<file path="config.mk">
export PLATFORM = sky130hd
export DESIGN_NAME = led_bank_arbiter
export DESIGN_NICKNAME = d
export VERILOG_FILES = /design/src/rtl/led_arb_pkg.sv /design/src/rtl/led_step_timer.sv /design/src/rtl/led_bank_arbiter.sv
export SDC_FILE = /design/constraint.sdc
export NUM_CORES = 1
export LEC_CHECK = 0
export CORE_MARGIN = 2
export CORE_UTILIZATION = 60
export DETAILED_ROUTE_END_ITERATION = 12
export DONT_BUFFER_PORTS = 1
export PLACE_DENSITY = 0.74
export SLEW_MARGIN = 20
export SYNTH_ARGS = -nofsm -noshare
export SYNTH_HDL_FRONTEND = slang
export SYNTH_SLANG_ARGS = --single-unit
</file>
<file path="constraint.sdc">
create_clock -name sys_clk -period 3.7 [get_ports sys_clk]
set_input_delay 0.37 -clock sys_clk [delete_from_list [all_inputs] [get_ports sys_clk]]
set_output_delay 0.37 -clock sys_clk [all_outputs]
set_load 0.05 [all_outputs]
</file>
<file path="src/rtl/led_arb_pkg.sv">
// Shared types and constants for the LED bank arbiter and its step timer.
package led_arb_pkg;

  typedef enum logic [1:0] {
    IDLE  = 2'd0,
    OWNED = 2'd1,
    GAP   = 2'd2
  } arb_state_e;

  localparam int NUM_REQ = 3;
  localparam int LED_W   = 5;
  localparam int OWNER_W = 2;

  localparam logic [LED_W-1:0]   LED_RESET_PAT = 5'b00001;
  localparam logic [NUM_REQ-1:0] REQ_LSB       = 3'b001;

  function automatic int calc_step_cycles(input int clk_freq, input int step_ms);
    return clk_freq / 1000 * step_ms;
  endfunction

endpackage

</file>
<file path="src/rtl/led_step_timer.sv">
// Free-running step timer: counts 0..STEP_CYCLES-1 and flags the last count as tick.
module led_step_timer #(
  parameter int STEP_CYCLES = 25000000
) (
  input  logic sys_clk,
  input  logic sys_rst,
  output logic tick
);

  localparam int CW = (STEP_CYCLES > 1) ? $clog2(STEP_CYCLES) : 1;
  localparam logic [CW-1:0] LAST = CW'(STEP_CYCLES - 1);

  logic [CW-1:0] r_cnt;

  // Step counter, wraps after the last count.
  always_ff @(posedge sys_clk or posedge sys_rst) begin
    if (sys_rst) begin
      r_cnt <= '0;
    end else if (r_cnt == LAST) begin
      r_cnt <= '0;
    end else begin
      r_cnt <= r_cnt + CW'(1);
    end
  end

  assign tick = (r_cnt == LAST);

endmodule

</file>
<file path="src/rtl/led_bank_arbiter.sv">
// Fixed-priority owner of the 5-LED bank with idle flowing light and hold-time limit.
// Optional build macro LED_ARB_PREEMPT_EN: a higher-priority request releases the current owner.
module led_bank_arbiter
  import led_arb_pkg::*;
#(
  parameter int CLK_FREQ       = 50000000,
  parameter int STEP_MS        = 500,
  parameter int MAX_HOLD_STEPS = 8
) (
  input  logic                     sys_clk,
  input  logic                     sys_rst,
  input  logic [NUM_REQ-1:0]       req,
  input  logic [NUM_REQ*LED_W-1:0] req_pattern,
  output logic [NUM_REQ-1:0]       gnt,
  output logic [LED_W-1:0]         led,
  output logic                     busy,
  output logic [NUM_REQ-1:0]       hold_expired
);

  localparam int STEP_CYCLES = calc_step_cycles(CLK_FREQ, STEP_MS);

  arb_state_e                      r_state;
  logic [LED_W-1:0]                r_idle_pat;
  logic [LED_W-1:0]                r_led;
  logic [NUM_REQ-1:0]              r_gnt;
  logic                            r_busy;
  logic [NUM_REQ-1:0]              r_hold_expired;
  logic [7:0]                      r_hold_cnt;
  logic [NUM_REQ-1:0]              r_mask;
  logic [OWNER_W-1:0]              r_owner;

  logic                            w_tick;
  logic [NUM_REQ-1:0]              w_eligible;
  logic                            w_any;
  logic [OWNER_W-1:0]              w_win_idx;
  logic [NUM_REQ-1:0]              w_win_oh;
  logic [NUM_REQ-1:0][LED_W-1:0]   w_pats;
  logic [LED_W-1:0]                w_owner_pat;
  logic                            w_owner_req;
  logic                            w_hold_done;
  logic                            w_preempt;

  led_step_timer #(
    .STEP_CYCLES(STEP_CYCLES)
  ) u_step_timer (
    .sys_clk(sys_clk),
    .sys_rst(sys_rst),
    .tick   (w_tick)
  );

  assign w_eligible  = req & ~r_mask;
  assign w_any       = |w_eligible;
  assign w_pats      = req_pattern;
  assign w_owner_pat = w_pats[r_owner];
  assign w_owner_req = req[r_owner];
  assign w_hold_done = (r_hold_cnt >= 8'(MAX_HOLD_STEPS));
  assign w_win_oh    = REQ_LSB << w_win_idx;

`ifdef LED_ARB_PREEMPT_EN
  logic [NUM_REQ-1:0] w_higher_mask;
  assign w_higher_mask = (REQ_LSB << r_owner) - REQ_LSB;
  assign w_preempt     = |(w_eligible & w_higher_mask);
`else
  assign w_preempt     = 1'b0;
`endif

  // Lowest-index eligible requester wins.
  always_comb begin
    if (w_eligible[0]) begin
      w_win_idx = 2'd0;
    end else if (w_eligible[1]) begin
      w_win_idx = 2'd1;
    end else begin
      w_win_idx = 2'd2;
    end
  end

  // Arbitration FSM with registered grant, LED drive and expiry pulses.
  always_ff @(posedge sys_clk or posedge sys_rst) begin
    if (sys_rst) begin
      r_state        <= IDLE;
      r_idle_pat     <= LED_RESET_PAT;
      r_led          <= LED_RESET_PAT;
      r_gnt          <= '0;
      r_busy         <= 1'b0;
      r_hold_expired <= '0;
      r_hold_cnt     <= 8'd0;
      r_mask         <= '0;
      r_owner        <= 2'd0;
    end else begin
      r_hold_expired <= '0;
      // A mask bit survives only while its request stays high.
      r_mask         <= r_mask & req;
      case (r_state)
        IDLE, GAP: begin
          r_hold_cnt <= 8'd0;
          if (w_any) begin
            r_gnt   <= w_win_oh;
            r_busy  <= 1'b1;
            r_owner <= w_win_idx;
            r_led   <= w_pats[w_win_idx];
            r_state <= OWNED;
          end else if ((r_state == IDLE) && w_tick) begin
            r_idle_pat <= {r_idle_pat[LED_W-2:0], r_idle_pat[LED_W-1]};
            r_led      <= {r_idle_pat[LED_W-2:0], r_idle_pat[LED_W-1]};
            r_state    <= IDLE;
          end else begin
            r_led   <= r_idle_pat;
            r_state <= IDLE;
          end
        end
        OWNED: begin
          if (!w_owner_req || w_hold_done || w_preempt) begin
            r_gnt      <= '0;
            r_busy     <= 1'b0;
            r_led      <= r_idle_pat;
            r_hold_cnt <= 8'd0;
            r_state    <= GAP;
            // Release by the owner takes precedence over a coincident expiry.
            if (w_owner_req && w_hold_done) begin
              r_hold_expired <= r_gnt;
              r_mask         <= (r_mask & req) | r_gnt;
            end else begin
              r_hold_expired <= '0;
            end
          end else begin
            r_led <= w_owner_pat;
            if (w_tick && (r_hold_cnt != 8'hFF)) begin
              r_hold_cnt <= r_hold_cnt + 8'd1;
            end else begin
              r_hold_cnt <= r_hold_cnt;
            end
          end
        end
        default: begin
          r_state <= IDLE;
          r_gnt   <= '0;
          r_busy  <= 1'b0;
          r_led   <= r_idle_pat;
        end
      endcase
    end
  end

  assign gnt          = r_gnt;
  assign led          = r_led;
  assign busy         = r_busy;
  assign hold_expired = r_hold_expired;

endmodule

</file>
==> results of run 1 <==
-- path summary, 6_finish.rpt --
kind	from	end	slack, ns	cells past startpoint
max reg2reg	u_step_timer.r_cnt[15]$_DFF_PP0_	r_idle_pat[4]$_DFFE_PP0P_	1.25	4
min in group sys_clk	req[0]	r_mask[0]$_DFF_PP0_	0.18	1
min	sys_rst	u_step_timer.r_cnt[10]$_DFF_PP0_	0.13	2
max in group asynchronous	sys_rst	r_owner[1]$_DFFE_PP0P_	3.12	2
min reg2reg	u_step_timer.r_cnt[4]$_DFF_PP0_	u_step_timer.r_cnt[4]$_DFF_PP0_	0.49	1
max	u_step_timer.r_cnt[15]$_DFF_PP0_	r_idle_pat[4]$_DFFE_PP0P_	1.25	4
-- cell families (layout without fill, tap and decap cells) --
family | after synthesis | in the layout | synth area share [%]
buf+inv | 16 | 26 | 2.08
fa+ha+maj | 3 | 3 | 1.27
mux | 16 | 16 | 5.69
xor+xnor | 19 | 19 | 5.64
flops | 57 | 57 | 48.5
compound gates | 57 | 57 | 13.3
simple gates | 127 | 127 | 23.6
-- routing by layer --
metal	GRT usage (%)	vias to the layer above	wire, µm
met3	8.40	13	329
met5	0	-	0
li1	-	1089	-
met1	35.2	1080	2950
met4	9.09	0	122
met2	35.9	60	2770
-- cell type report --
type / count / area share, %
Inverter: 8 / 0.928
Clock buffer: 11 / 4.37
Multi-Input combinational cell: 222 / 45.1
Timing Repair Buffer: 2 / 0.464
Clock inverter: 5 / 2.44
Sequential cell: 57 / 44.1
Tap cell: 67 / 2.59
-- sequential cells by signal (all words and copies together), names as in the netlist --
| name | flops |
|---|---|
| u_step_timer.r_cnt | 25 |
| r_hold_cnt | 8 |
| led | 5 |
| r_idle_pat | 5 |
| gnt | 3 |
| hold_expired | 3 |
| r_mask | 3 |
| r_owner | 2 |
| r_state | 2 |
| busy | 1 |
-- metrics by stage --
stage               hold slack, ns  util [%]  worst slack (ns)
floorplan                    0.449         -              1.45
global placement             0.465      63.9              1.29
detailed placement           0.486      63.9              1.24
CTS                          0.140      68.5              1.24
global route                 0.168      68.5              1.06
finish                       0.128      68.5              1.25
-- report_power, final --
group / leakage (nW) / internal, mW / switching [mW]
Sequential: 0.758 / 0.694 / 0.271
Clock: 0.113 / 0.396 / 0.244
Combinational: 0.588 / 0.154 / 0.214
-- layout by cell type (no fill, tap or decap), types with 6 or more instances in the layout --
| cell type | instances |
|---|---|
| dfrtp_1 | 55 |
| nor2_1 | 28 |
| nand2_1 | 27 |
| nand3_1 | 20 |
| a21oi_1 | 14 |
| xor2_1 | 14 |
| mux2i_1 | 10 |
| o21ai_0 | 10 |
| clkbuf_8 | 10 |
| and3_1 | 8 |
| nand4_1 | 8 |
| inv_1 | 7 |
| and2_1 | 7 |
| mux2_2 | 6 |
==> results.yml, run 1 <==
status:
  status: "complete, no violations"
global_route:
  grt_start_max_net_pins: 58
  grt_pass1_wl_um: 10200
  globalRoute.totalOverflow: 0
  globalRouteTotalUtil_pct: 24.9
  antenna_found_initial: 0
  grt_pass1_vias: 2139
clock_tree:
  cts_tree: "yes"
  numCtsBuffers: 9
  cts.path.max_buffers: 2
  cts_max_level: 3
  path_clk_slew_ns: 0.07
  cts_setup_buffers: 0
  cts.repair.resized: 0
  clock_latency_ns: 0.33
  clock_sinks: 57
  cts_root_buf: "clkbuf_8"
  hold_buffers: 0
synthesis:
  synthFlopType: "dfrtp_1"
  synth_seq_cells: 57
  ys_seq_area_share_pct: 48.5
  yosys-top-cells-count: "dfrtp_1 (55), nor2_1 (28), nand2_1 (27)"
  synth_edf_count: 0
  syn_area_mm2: 0.00295
  synth.most_common_cell: "dfrtp_1"
  synthArstFlopShare_pct: 100
  syn-instance-count: 295
  syn_avg_cell_area_um2: 10.0
  synth_area_leader_cell: "dfrtp_1"
  yosys_warnings: 0
  synth_cell_types: 51
  synth.area.top_cells: "dfrtp_1 (47%), xor2_1 (4.2%), nor2_1 (3.6%)"
  yosysTopAreaCellShare_pct: 46.7
  synth_fp_nets: 318
sta:
  fmaxAchievable_mhz: 409
  rsz0062_at_grt: "no"
  skew_ns: 0.00637
  drv_slew: 0
  setup_viol: 0
  relSlewSlack_pct: 51.5
  finalHoldViolations: 0
  worstMarginPinSlew_ns: 0.722
  setup_tns_ns: 0
  period_minus_slack_ns: 2.45
  min_period_over_period_pct: 66.2
routing:
  wire_per_inst_um: 16.6
  ant_nets: 0
  dr.pass1.iters: 4
  vias: 2242
  drc_errors: 0
  wl_um: 6180
  via_per_inst: 6.03
  dr.first_iter.drc_count: 163
placement:
  place.gp.congestion: 0.873
  placement.cell_area_mm2: 0.00302
  dp_hpwl_um: 4330
  dp.cells: 356
  port_buffers: 0
die:
  die_x_um: 74.1
  dieArea_mm2: 0.00549
  initial_core_util_pct: 62.4
  die_h_um: 74.1
  io_pins: 32
  core.rowCount: 25
  design.core.area_mm2: 0.00472
power_and_ir_drop:
  ir_drop_mv: 0.582
  power_density_mw_per_mm2: 609
  finalPower_mw: 1.97
  p_leak_nw: 1.46
final_layout:
  regArea_mm2: 0.00143
  n_antenna_cell: 0
  drive_gt1_share_pct: 10.5
  syn2layout_area_growth_pct: 9.76
  multi_input_area_mm2: 0.00146
  final_cells: 372
  design_area_mm2: 0.00324
  fin_nets: 323
  fillers: 358
worst_setup_path:
  cpMaxStageDelayCell: "or4_4"
  worst-setup-path-type: "flop to flop"
  cp_max_fo: 7
  arrival_ns: 2.66
  path_cells: "or4_4 -> nor4_4 -> nor4b_4 -> mux2_2"
  critPathBufInv: 0
  end_kind: "flop"
  critical-path-top-delay-family: "simple AND/OR/NAND/NOR gates"
  cpPeakStageDelay_ns: 0.58
  critPathLaunchType: "flop"
  cp.required_ns: 3.92
flow_run:
  maxCapViolations: 0
min_path:
  hold_class: "primary input to async pin"
Power figures use the tool's default switching activity.
==> run 2, diff against run 1 <==
Settings changed: ABC_AREA set to 1.
Clock period 3.7 ns to 2.4 ns, I/O delays scaled along.
==> run 2 against run 1 <==
  * The flow now finishes with violations (negative hold slack)
  * Clock power up 72%
  * Sequential share of layout area is 6.0 points lower
  * Via count rose by 32%
  * Register-to-register slack worse by 0.64 ns
  * Critical path type unchanged
  * Highest routed layer unchanged
==> results.yml, run 2 <==
placement:
  dp_hpwl_um: 5760
  port_buffers: 0
  place.gp.congestion: 0.952
  dp.cells: 517
die:
  die_h_um: 79.7
  initial_core_util_pct: 62.1
  dieArea_mm2: 0.00636
  core.rowCount: 27
  io_pins: 32
  design.core.area_mm2: 0.00554
  die_x_um: 79.7
sta:
  setup_tns_ns: 0
  worstMarginPinSlew_ns: 0.726
  fmaxAchievable_mhz: 558
  relSlewSlack_pct: 51.6
  hold_ws_ns: -0.0108
  period_minus_slack_ns: 1.79
  rsz0062_at_grt: "no"
  skew_ns: 0.00844
  min_period_over_period_pct: 74.7
  finalHoldViolations: 5
  drv_slew: 0
  setup_viol: 0
routing:
  wl_um: 7650
  via_per_inst: 5.57
  dr.pass1.iters: 5
  vias: 2967
  drc_errors: 0
  wire_per_inst_um: 14.4
  ant_nets: 0
  dr.first_iter.drc_count: 218
synthesis:
  synth_cell_types: 39
  synth_seq_cells: 57
  synth_fp_nets: 472
  synth_edf_count: 0
  yosysTopAreaCellShare_pct: 40.0
  synth_area_leader_cell: "dfrtp_1"
  synth.most_common_cell: "nand2_1"
  synthFlopType: "dfrtp_1"
  syn_avg_cell_area_um2: 7.67
  synth.area.top_cells: "dfrtp_1 (40%), nand2_1 (8.2%), nor2_1 (7.5%)"
  yosys_warnings: 0
  ys_seq_area_share_pct: 41.5
  synthArstFlopShare_pct: 100
  syn_area_mm2: 0.00344
  syn-instance-count: 449
  yosys-top-cells-count: "nand2_1 (75), nor2_1 (69), inv_1 (68)"
clock_tree:
  cts_root_buf: "clkbuf_8"
  cts.path.max_buffers: 2
  path_clk_slew_ns: 0.07
  cts_setup_buffers: 0
  cts_tree: "yes"
  cts.repair.resized: 0
  cts_max_level: 3
  clock_latency_ns: 0.34
  clock_sinks: 57
  hold_buffers: 0
  numCtsBuffers: 9
worst_setup_path:
  critical-path-top-delay-family: "simple AND/OR/NAND/NOR gates"
  cp.required_ns: 2.60
  arrival_ns: 2.00
  critPathBufInv: 1
  critPathLaunchType: "flop"
  end_kind: "flop"
  cpMaxStageDelayCell: "nor4_4"
  cp_max_fo: 7
  cpPeakStageDelay_ns: 0.47
  worst-setup-path-type: "flop to flop"
  path_cells: "ha_1 -> nand3_2 -> clkinv_2 -> nand4_1 -> nor4_4 -> nor2_1"
global_route:
  globalRouteTotalUtil_pct: 26.4
  grt_start_max_net_pins: 58
  antenna_found_initial: 0
  globalRoute.totalOverflow: 0
  grt_pass1_wl_um: 12900
  grt_pass1_vias: 2804
final_layout:
  top_regs: "u_step_timer.r_cnt: 25 flops, r_hold_cnt: 8 flops"
  fillers: 503
  layout_commonest_cell: "nand2_1"
  fin_nets: 479
  syn2layout_area_growth_pct: 8.87
  final_cells: 533
  largest-register: "u_step_timer.r_cnt"
  n_antenna_cell: 0
  largest_reg_flops: 25
  drive_gt1_share_pct: 14.5
  most-common-layout-cells: "nand2_1 (75), nor2_1 (69), inv_1 (67)"
status:
  failed_checks: "negative hold slack"
  status: "complete, but fails checks"
power_and_ir_drop:
  power_density_mw_per_mm2: 865
  p_leak_nw: 1.80
  ir_drop_mv: 0.759
min_path:
  hold_class: "primary input to async pin"
flow_run:
  maxCapViolations: 0
-- run 2: changes by cell type after synthesis, moves of 7 or more --
cell / change
o21ai_0: +7
nor2_2: +8
inv_2: +7
mux2i_1: -10
nand2_2: +9
and2_1: -7
nor2_1: +41
clkbuf_1: -7
and3_1: -8
nor3_1: +14
nand3_1: +16
nand2_1: +48
inv_1: +60
-- run 2: final cells by class --
type	count	area, µm²	area share (%)
well taps	72	90.1	2.40
flip-flops and latches	57	1430	38.1
repair buffers	1	7.51	0.200
clock buffers	11	141	3.77
multi-input cells	309	1680	44.9
clock inverters	5	103	2.74
inverters	78	294	7.85
-- run 2: report_power, final --
| part | leakage [nW] | switching [mW] | internal (mW) | total, mW |
|---|---|---|---|---|
| registers | 0.758 | 0.341 | 1.07 | 1.41 |
| clock network | 0.120 | 0.388 | 0.717 | 1.10 |
| logic | 0.923 | 0.498 | 0.227 | 0.724 |
-- run 2: stage by stage --
stage                     cell area [µm²]  total power [mW]  util, %  hold WS, ns  setup slack, ns
after floorplan                      3440              2.00        -        0.395            0.764
after global placement               3500              2.13     63.2        0.370            0.673
after detailed placement             3500              2.15     63.2        0.369            0.597
after CTS                            3750              3.26     67.6      0.00338            0.605
after global routing                 3750              3.42     67.6       0.0502            0.387
final                                3750              3.24     67.6      -0.0108            0.608
-- run 2: worst register-to-register path, stage by stage, from the launching register on --
cell and delay, ns:
dfrtp_1 0.41, ha_1 0.27, nand3_2 0.15, clkinv_2 0.12, nand4_1 0.13, nor4_4 0.47
nor2_1 0.11
-- run 2: metal layers --
| layer | global-route usage, % | wire length, µm | up-vias |
|---|---|---|---|
| li1 | - | - | 1451 |
| met1 | 38.1 | 3620 | 1384 |
| met2 | 37.6 | 3310 | 117 |
| met3 | 7.69 | 614 | 15 |
| met4 | 10.2 | 103 | 0 |
| met5 | 0 | 0 | - |
-- run 2: worst paths after layout --
kind	startpoint	endpoint	slack (ns)	cells past startpoint
max	u_step_timer.r_cnt[0]$_DFF_PP0_	u_step_timer.r_cnt[18]$_DFF_PP0_	0.61	6
max reg2reg	u_step_timer.r_cnt[0]$_DFF_PP0_	u_step_timer.r_cnt[18]$_DFF_PP0_	0.61	6
max in group asynchronous	sys_rst	u_step_timer.r_cnt[4]$_DFF_PP0_	1.93	2
min	sys_rst	r_hold_cnt[1]$_DFFE_PP0P_	-0.01	2
min in group sys_clk	req[1]	r_mask[1]$_DFF_PP0_	0.07	2
min reg2reg	r_mask[2]$_DFF_PP0_	r_mask[2]$_DFF_PP0_	0.51	2
-- run 2: logic make-up (layout without fill, tap and decap cells) --
logic type	Yosys count	count (layout)	synth area share, %
buffers and inverters	83	95	9.60
AND/OR/NAND/NOR	248	248	36.5
adder cells (fa/ha/maj)	3	3	1.09
XOR/XNOR	15	15	3.82
flip-flops	57	57	41.5
AO/OA/AOI/OAI	43	43	7.49
